## config.mk

```make
export PLATFORM = sky130hd
export DESIGN_NAME = uart_rx_word_assembler_flat
export DESIGN_NICKNAME = d
export VERILOG_FILES = /design/src/rtl/uart_rx_word_assembler_pkg.sv /design/src/rtl/uart_rx_word_assembler_if.sv /design/src/rtl/uart_rx_word_assembler_inter_byte_timer.sv /design/src/rtl/uart_rx_word_assembler.sv /design/src/flat_wrapper.sv
export SDC_FILE = /design/constraint.sdc
export NUM_CORES = 1
export LEC_CHECK = 0
export CAP_MARGIN = 10
export CORE_AREA = 2 2 72 126
export CTS_BUF_LIST = sky130_fd_sc_hd__clkbuf_16
export DETAILED_ROUTE_END_ITERATION = 16
export DIE_AREA = 0 0 74 128
export PLACE_DENSITY = 0.77
export SYNTH_ARGS = -nofsm -noshare
export SYNTH_HDL_FRONTEND = slang
export SYNTH_SLANG_ARGS = --single-unit
```

## constraint.sdc

```tcl
create_clock -name clk -period 3.4 [get_ports clk]
set_input_delay 0.51 -clock clk [delete_from_list [all_inputs] [get_ports clk]]
set_output_delay 0.51 -clock clk [all_outputs]
set_load 0.01 [all_outputs]
```

## src/rtl/uart_rx_word_assembler_pkg.sv

```systemverilog
// Shared definitions for the UART receive word assembler: state encoding,
// default byte width and a width helper used for counter sizing.
package uart_rx_word_assembler_pkg;

    typedef enum logic {
        IDLE    = 1'b0,
        COLLECT = 1'b1
    } state_t;

    localparam int BYTE_W_DEFAULT = 8;

    // Bits needed to count up to value-1, never less than one bit.
    function automatic int clog2_min1(input int value);
        return ($clog2(value) < 1) ? 1 : $clog2(value);
    endfunction

endpackage

```

## src/rtl/uart_rx_word_assembler_if.sv

```systemverilog
// Byte-in / word-out bundle between uart_rx, the word assembler and the
// debug controller. The master side supplies bytes; the slave assembles words.
interface uart_rx_word_assembler_if
    import uart_rx_word_assembler_pkg::*;
#(
    parameter int NBITS  = 32,
    parameter int BYTE_W = BYTE_W_DEFAULT
);
    localparam int CNT_W = clog2_min1(NBITS / BYTE_W);

    logic [BYTE_W-1:0] rx_byte;
    logic              rx_byte_done;
    logic              flush;
    logic [NBITS-1:0]  word_data;
    logic              word_done;
    logic              timeout_err;
    logic [CNT_W-1:0]  byte_cnt;

    modport master (
        output rx_byte, rx_byte_done, flush,
        input  word_data, word_done, timeout_err, byte_cnt
    );

    modport slave (
        input  rx_byte, rx_byte_done, flush,
        output word_data, word_done, timeout_err, byte_cnt
    );
endinterface

```

## src/rtl/uart_rx_word_assembler_inter_byte_timer.sv

```systemverilog
// Idle-cycle counter between bytes of one word. expire pulses on the idle
// cycle that would bring the idle count to TIMEOUT_CYC; clr always wins.
// TIMEOUT_CYC = 0 removes the counter entirely.
module inter_byte_timer
    import uart_rx_word_assembler_pkg::*;
#(
    parameter int TIMEOUT_CYC = 100000
) (
    input  logic clk,
    input  logic rst,
    input  logic clr,
    input  logic en,
    output logic expire
);

    generate
        if (TIMEOUT_CYC == 0) begin : g_off
            logic unused_inputs;
            assign unused_inputs = &{1'b0, clk, rst, clr, en};
            assign expire        = 1'b0;
        end else begin : g_on
            localparam int              TO_W = clog2_min1(TIMEOUT_CYC + 1);
            localparam logic [TO_W-1:0] LAST = TO_W'(TIMEOUT_CYC - 1);

            logic [TO_W-1:0] count;

            assign expire = en && !clr && (count == LAST);

            // Idle counter: cleared by a byte, flush or expiry; runs only when enabled.
            always_ff @(posedge clk or negedge rst) begin
                // NOTE: sequential state uses non-blocking assignments so every
                // flop samples pre-edge values regardless of process order.
                if (!rst) begin
                    count <= '0;
                end else if (clr || expire) begin
                    count <= '0;
                end else if (en) begin
                    count <= count + 1'b1;
                end
            end
        end
    endgenerate

endmodule

```

## src/rtl/uart_rx_word_assembler.sv

```systemverilog
// Collects NBITS/BYTE_W consecutive UART bytes into one word and strobes
// word_done for one cycle when it completes. A stalled partial word is dropped
// after TIMEOUT_CYC idle cycles (timeout_err strobe) or on flush (silent).
module uart_rx_word_assembler
    import uart_rx_word_assembler_pkg::*;
#(
    parameter int NBITS       = 32,
    parameter int BYTE_W      = BYTE_W_DEFAULT,
    parameter int LSB_FIRST   = 1,
    parameter int TIMEOUT_CYC = 100000
) (
    input logic                     clk,
    input logic                     rst,
    uart_rx_word_assembler_if.slave bus
);

    localparam int               NBYTES    = NBITS / BYTE_W;
    localparam int               CNT_W     = clog2_min1(NBYTES);
    localparam logic [CNT_W-1:0] LAST_SLOT = CNT_W'(NBYTES - 1);

    state_t           state, state_n;
    logic [CNT_W-1:0] byte_cnt, cnt_n;
    logic [NBITS-1:0] asm_reg, asm_n;
    logic [NBITS-1:0] word_data, word_n;
    logic             word_done, done_n;
    logic             timeout_err, terr_n;
    logic [CNT_W-1:0] slot;
    logic [NBITS-1:0] merged;
    logic             expire;

    inter_byte_timer #(
        .TIMEOUT_CYC (TIMEOUT_CYC)
    ) u_timer (
        .clk    (clk),
        .rst    (rst),
        .clr    (bus.rx_byte_done || bus.flush),
        .en     (state == COLLECT),
        .expire (expire)
    );

    // Slot for the incoming byte: first byte lowest, or first byte highest.
    assign slot = (LSB_FIRST != 0) ? byte_cnt : (LAST_SLOT - byte_cnt);

    // Next-state logic: flush beats a byte, a byte beats a timeout.
    always_comb begin
        // NOTE: every signal driven here gets a default first, so no path
        // through the if/else chain can leave it unassigned and infer a latch.
        state_n = state;
        cnt_n   = byte_cnt;
        asm_n   = asm_reg;
        word_n  = word_data;
        done_n  = 1'b0;
        terr_n  = 1'b0;
        merged  = asm_reg;
        merged[slot * BYTE_W +: BYTE_W] = bus.rx_byte;

        if (bus.flush) begin
            state_n = IDLE;
            cnt_n   = '0;
            asm_n   = '0;
        end else if (bus.rx_byte_done) begin
            if (byte_cnt == LAST_SLOT) begin
                word_n  = merged;
                done_n  = 1'b1;
                state_n = IDLE;
                cnt_n   = '0;
                asm_n   = '0;
            end else begin
                asm_n   = merged;
                cnt_n   = byte_cnt + 1'b1;
                state_n = COLLECT;
            end
        end else if (expire) begin
            terr_n  = 1'b1;
            state_n = IDLE;
            cnt_n   = '0;
            asm_n   = '0;
        end
    end

    // State, assembly and registered output strobes.
    always_ff @(posedge clk or negedge rst) begin
        if (!rst) begin
            state       <= IDLE;
            byte_cnt    <= '0;
            asm_reg     <= '0;
            word_data   <= '0;
            word_done   <= 1'b0;
            timeout_err <= 1'b0;
        end else begin
            state       <= state_n;
            byte_cnt    <= cnt_n;
            asm_reg     <= asm_n;
            word_data   <= word_n;
            word_done   <= done_n;
            timeout_err <= terr_n;
        end
    end

    assign bus.word_data   = word_data;
    assign bus.word_done   = word_done;
    assign bus.timeout_err = timeout_err;
    assign bus.byte_cnt    = byte_cnt;

endmodule

```

## src/flat_wrapper.sv

```systemverilog
// flat-port wrapper written by rule: the top's interface ports become plain ports
module uart_rx_word_assembler_flat import uart_rx_word_assembler_pkg::*;
#(
    parameter int NBITS       = 32,
    parameter int BYTE_W      = BYTE_W_DEFAULT,
    parameter int LSB_FIRST   = 1,
    parameter int TIMEOUT_CYC = 100000
)
  (clk, rst, bus_rx_byte, bus_rx_byte_done, bus_flush, bus_word_data, bus_word_done, bus_timeout_err, bus_byte_cnt);
  uart_rx_word_assembler_if #(.NBITS(NBITS), .BYTE_W(BYTE_W)) bus_i ();
  input logic clk;
  input logic rst;
  input wire logic [$bits(bus_i.rx_byte)-1:0] bus_rx_byte;
  input wire logic [$bits(bus_i.rx_byte_done)-1:0] bus_rx_byte_done;
  input wire logic [$bits(bus_i.flush)-1:0] bus_flush;
  output wire logic [$bits(bus_i.word_data)-1:0] bus_word_data;
  output wire logic [$bits(bus_i.word_done)-1:0] bus_word_done;
  output wire logic [$bits(bus_i.timeout_err)-1:0] bus_timeout_err;
  output wire logic [$bits(bus_i.byte_cnt)-1:0] bus_byte_cnt;
  assign bus_i.rx_byte = bus_rx_byte;
  assign bus_i.rx_byte_done = bus_rx_byte_done;
  assign bus_i.flush = bus_flush;
  assign bus_word_data = bus_i.word_data;
  assign bus_word_done = bus_i.word_done;
  assign bus_timeout_err = bus_i.timeout_err;
  assign bus_byte_cnt = bus_i.byte_cnt;
  uart_rx_word_assembler #(.NBITS(NBITS), .BYTE_W(BYTE_W), .LSB_FIRST(LSB_FIRST), .TIMEOUT_CYC(TIMEOUT_CYC)) u_core (.clk(clk), .rst(rst), .bus(bus_i));
endmodule
```

==> results.md <==
* Top area cells in the synthesized netlist: dfrtp_1 (51%), a32o_1 (7.6%), nor2b_1 (5.5%)
* Area of the die at 9470 sq um
* Startpoint type of the worst setup path: primary input
* Slowest cell on crit path: clkdlybuf4s50_1
* Clk_skew at 4.67 ps
* Mapped Cells at 400
* Met1 GRT Util at 0.238
* Synthesized cell area at between 4000 and 5000 sq um
* Starting density of the core at 0.495
* Fmax at 0.407 GHz
* Global route hottest layer: met2
* Root buffer cell: clkbuf_16
* CP required at roughly 3700 ps
* Max Buffers Root-to-Sink at 2
* Final wirelength at ~8500 um
* Final core occ at 0.562
* Crit-path cells: clkdlybuf4s50_1 > or3b_2 > o22ai_1 > a32o_1
* Filler cell count at roughly 740
* Async SR Flop Fraction at 1.00
* Maxcap violations at 0
* Average wire per standard cell at 15.6 um
* Minimum clock period at 2460 ps
* Delay-heaviest family, CP: compound AO/OA/AOI/OAI gates
* Flops & latches, synth at 86
* Met3 Use GR at 0.0425
* Count of buffer and inverter cells on the critical path at 1
* Slew headroom at 0.305
* Rows at 45
* Worst-path clk slew at about 60 ps
* Place WS at around 650 ps
* Gr usage total at 0.202
* DRC at 0
* CTS tree: built
* Die Y at 128 um
* Leak at between 0.0015 and 0.002 uW
* HPWL after DPL at between 6000 and 7000 um
* Initial antenna violation count at 0
* Syn_nets at 419
* Worst-margin pin slew at 1040 ps
* H-Tree Depth at 3
* Worst stage delay on the critical path at 740 ps
* Number of global-route vias before repair at 3001
* Pin count of the biggest net entering global routing at 87
* Post-CTS Setup Bufs at 0
* Crit Path Category: in -> reg
* First-pass GRT wire length at 14600 um
* ANT cells at 0
* Nets@finish at between 400 and 500
* Grt ovf at 0
* Vias at about 3100
* Endpoints failing hold at 0
* Status: completed
* M2 GR Usage at 0.337
* Ports at 48
* Clock Sinks at 86
* Area leader, netlist: dfrtp_1
* Skew-Pair Late Insertion Delay at 330 ps
* Number of hold buffers added after CTS at 0
* Worst vdd ir at 0.000293 V
* Via density at 5.65
* Drt pass-1 iters at 4
* Crit Path Max Fanout at 13
* Core ar. at 8500 sq um
* Post-synth cell types at 40
* Number of flops mapped to enable cells by yosys at 0
* RSZ-0062 raised after global routing: no
* TritonCTS Buffers at 9
* Post-route ant nets at 0
* Layout cells sized above 1 at 0.0562
* Number of buffer cells added on primary ports at 47
* Final setup viols at 0
* Period utilization at 0.723
* Width of the die at around 74 um
* Hold Crit Class: in -> async
* Power Dens Cells at 427 nW/um^2
* Register area share after synthesis at 0.511
* Routability cong. at 0.874
* WP data arrival at 2720 ps
* Worst Setup Slack, final at roughly 940 ps
* Syn Area/Cell at about 11 sq um
* Commonest cells in the synthesized netlist: dfrtp_1 (86), nand2_1 (40), o21ai_0 (40)
* Overall Power at 2040 uW
* Ys Warns at 0
* Most numerous cell in the Yosys netlist: dfrtp_1
* Post-cts gate resize count at 0
* Top_reg_cell synth: dfrtp_1
* Final slew viol count at 0
* Setup TNS Final at 0 ps
* Synth top area share at 0.511
* DR iter-0 viols at 334
* Setup crit end kind: flop
* Area added between synthesis and finish at 13.5%
## final cells by class
cell class | count | area, sq um | area share
Timing Repair Buffer | 51 | 498 | 0.104
Tap cell | 117 | 146 | 0.0307
Clock buffer | 9 | 225 | 0.0472
Sequential cell | 86 | 2150 | 0.451
Clock inverter | 5 | 21.3 | 0.00445
Inverter | 4 | 15.0 | 0.00314
Multi-Input combinational cell | 272 | 1720 | 0.360
## final timing paths
check / from / end / slack (ps) / depth (start not counted)
setup / recovery: bus_rx_byte_done / u_core.asm_reg[1] / 940 / 4
hold / removal: rst / u_core.u_timer.g_on.count[6] / 340 / 1
setup reg to reg: u_core.bus.byte_cnt[0] / u_core.asm_reg[1] / 970 / 6
hold reg to reg: u_core.bus.word_data[31] / u_core.bus.word_data[31] / 470 / 2
max in group asynchronous: rst / u_core.bus.word_data[15] / 2370 / 1
min in group clk: u_core.bus.word_data[31] / u_core.bus.word_data[31] / 470 / 2
## stage by stage
| step | hold WS [ps] | cells | instance area, sq um |
|---|---|---|---|
| after CTS | 407 | 544 | 4780 |
| after global routing | 458 | 544 | 4780 |
| after global placement | 462 | 530 | 4530 |
| after detailed placement | 470 | 530 | 4530 |
| final | 341 | 544 | 4780 |
| after floorplan | 214 | 400 | 4210 |
## cells in the final DEF (no fill, tap or decap)
cell,n
or2_2,1
ha_1,7
and4_1,2
nor4_4,1
nor2b_1,37
nor4_1,3
clkbuf_16,9
xor2_1,7
nor4bb_1,1
o2bb2ai_1,1
a32o_1,32
clkdlybuf4s50_1,46
o21ai_0,40
o31ai_1,2
or3_2,1
or3b_2,1
nand4_1,5
o22ai_1,4
o21ai_2,1
nand4b_2,1
nand3b_1,3
mux2i_1,1
nor4b_2,1
dfrtp_1,86
and3_1,4
nand2_1,40
and4bb_2,1
clkinv_1,1
nor3b_1,1
buf_4,5
nor3_1,3
inv_1,6
xnor2_1,5
or3_1,6
nand3_1,5
nor2_1,17
clkinv_2,2
or4_1,2
a21oi_1,36
## power by group
part	internal, uW	total (uW)	leakage (uW)	switching [uW]
logic	59.3	159	0.000664	99.8
clock network	475	827	0.000131	352
registers	1040	1050	0.00120	13.4
## logic make-up after synthesis
| group | share of synthesized area |
|---|---|
| buffers and inverters | 0.0803 |
| XOR/XNOR | 0.0250 |
| AND/OR/NAND/NOR | 0.180 |
| AO/OA/AOI/OAI | 0.180 |
| multiplexers | 0.00238 |
| adder cells (fa/ha/maj) | 0.0208 |
| flip-flops | 0.511 |
## per-layer routing
layer	wire, um	vias to the layer above
li1	-	1471
met1	3390	1511
met2	4520	78
met3	335	16
met4	231	0
met5	0	-
Power figures use the tool's default switching activity.
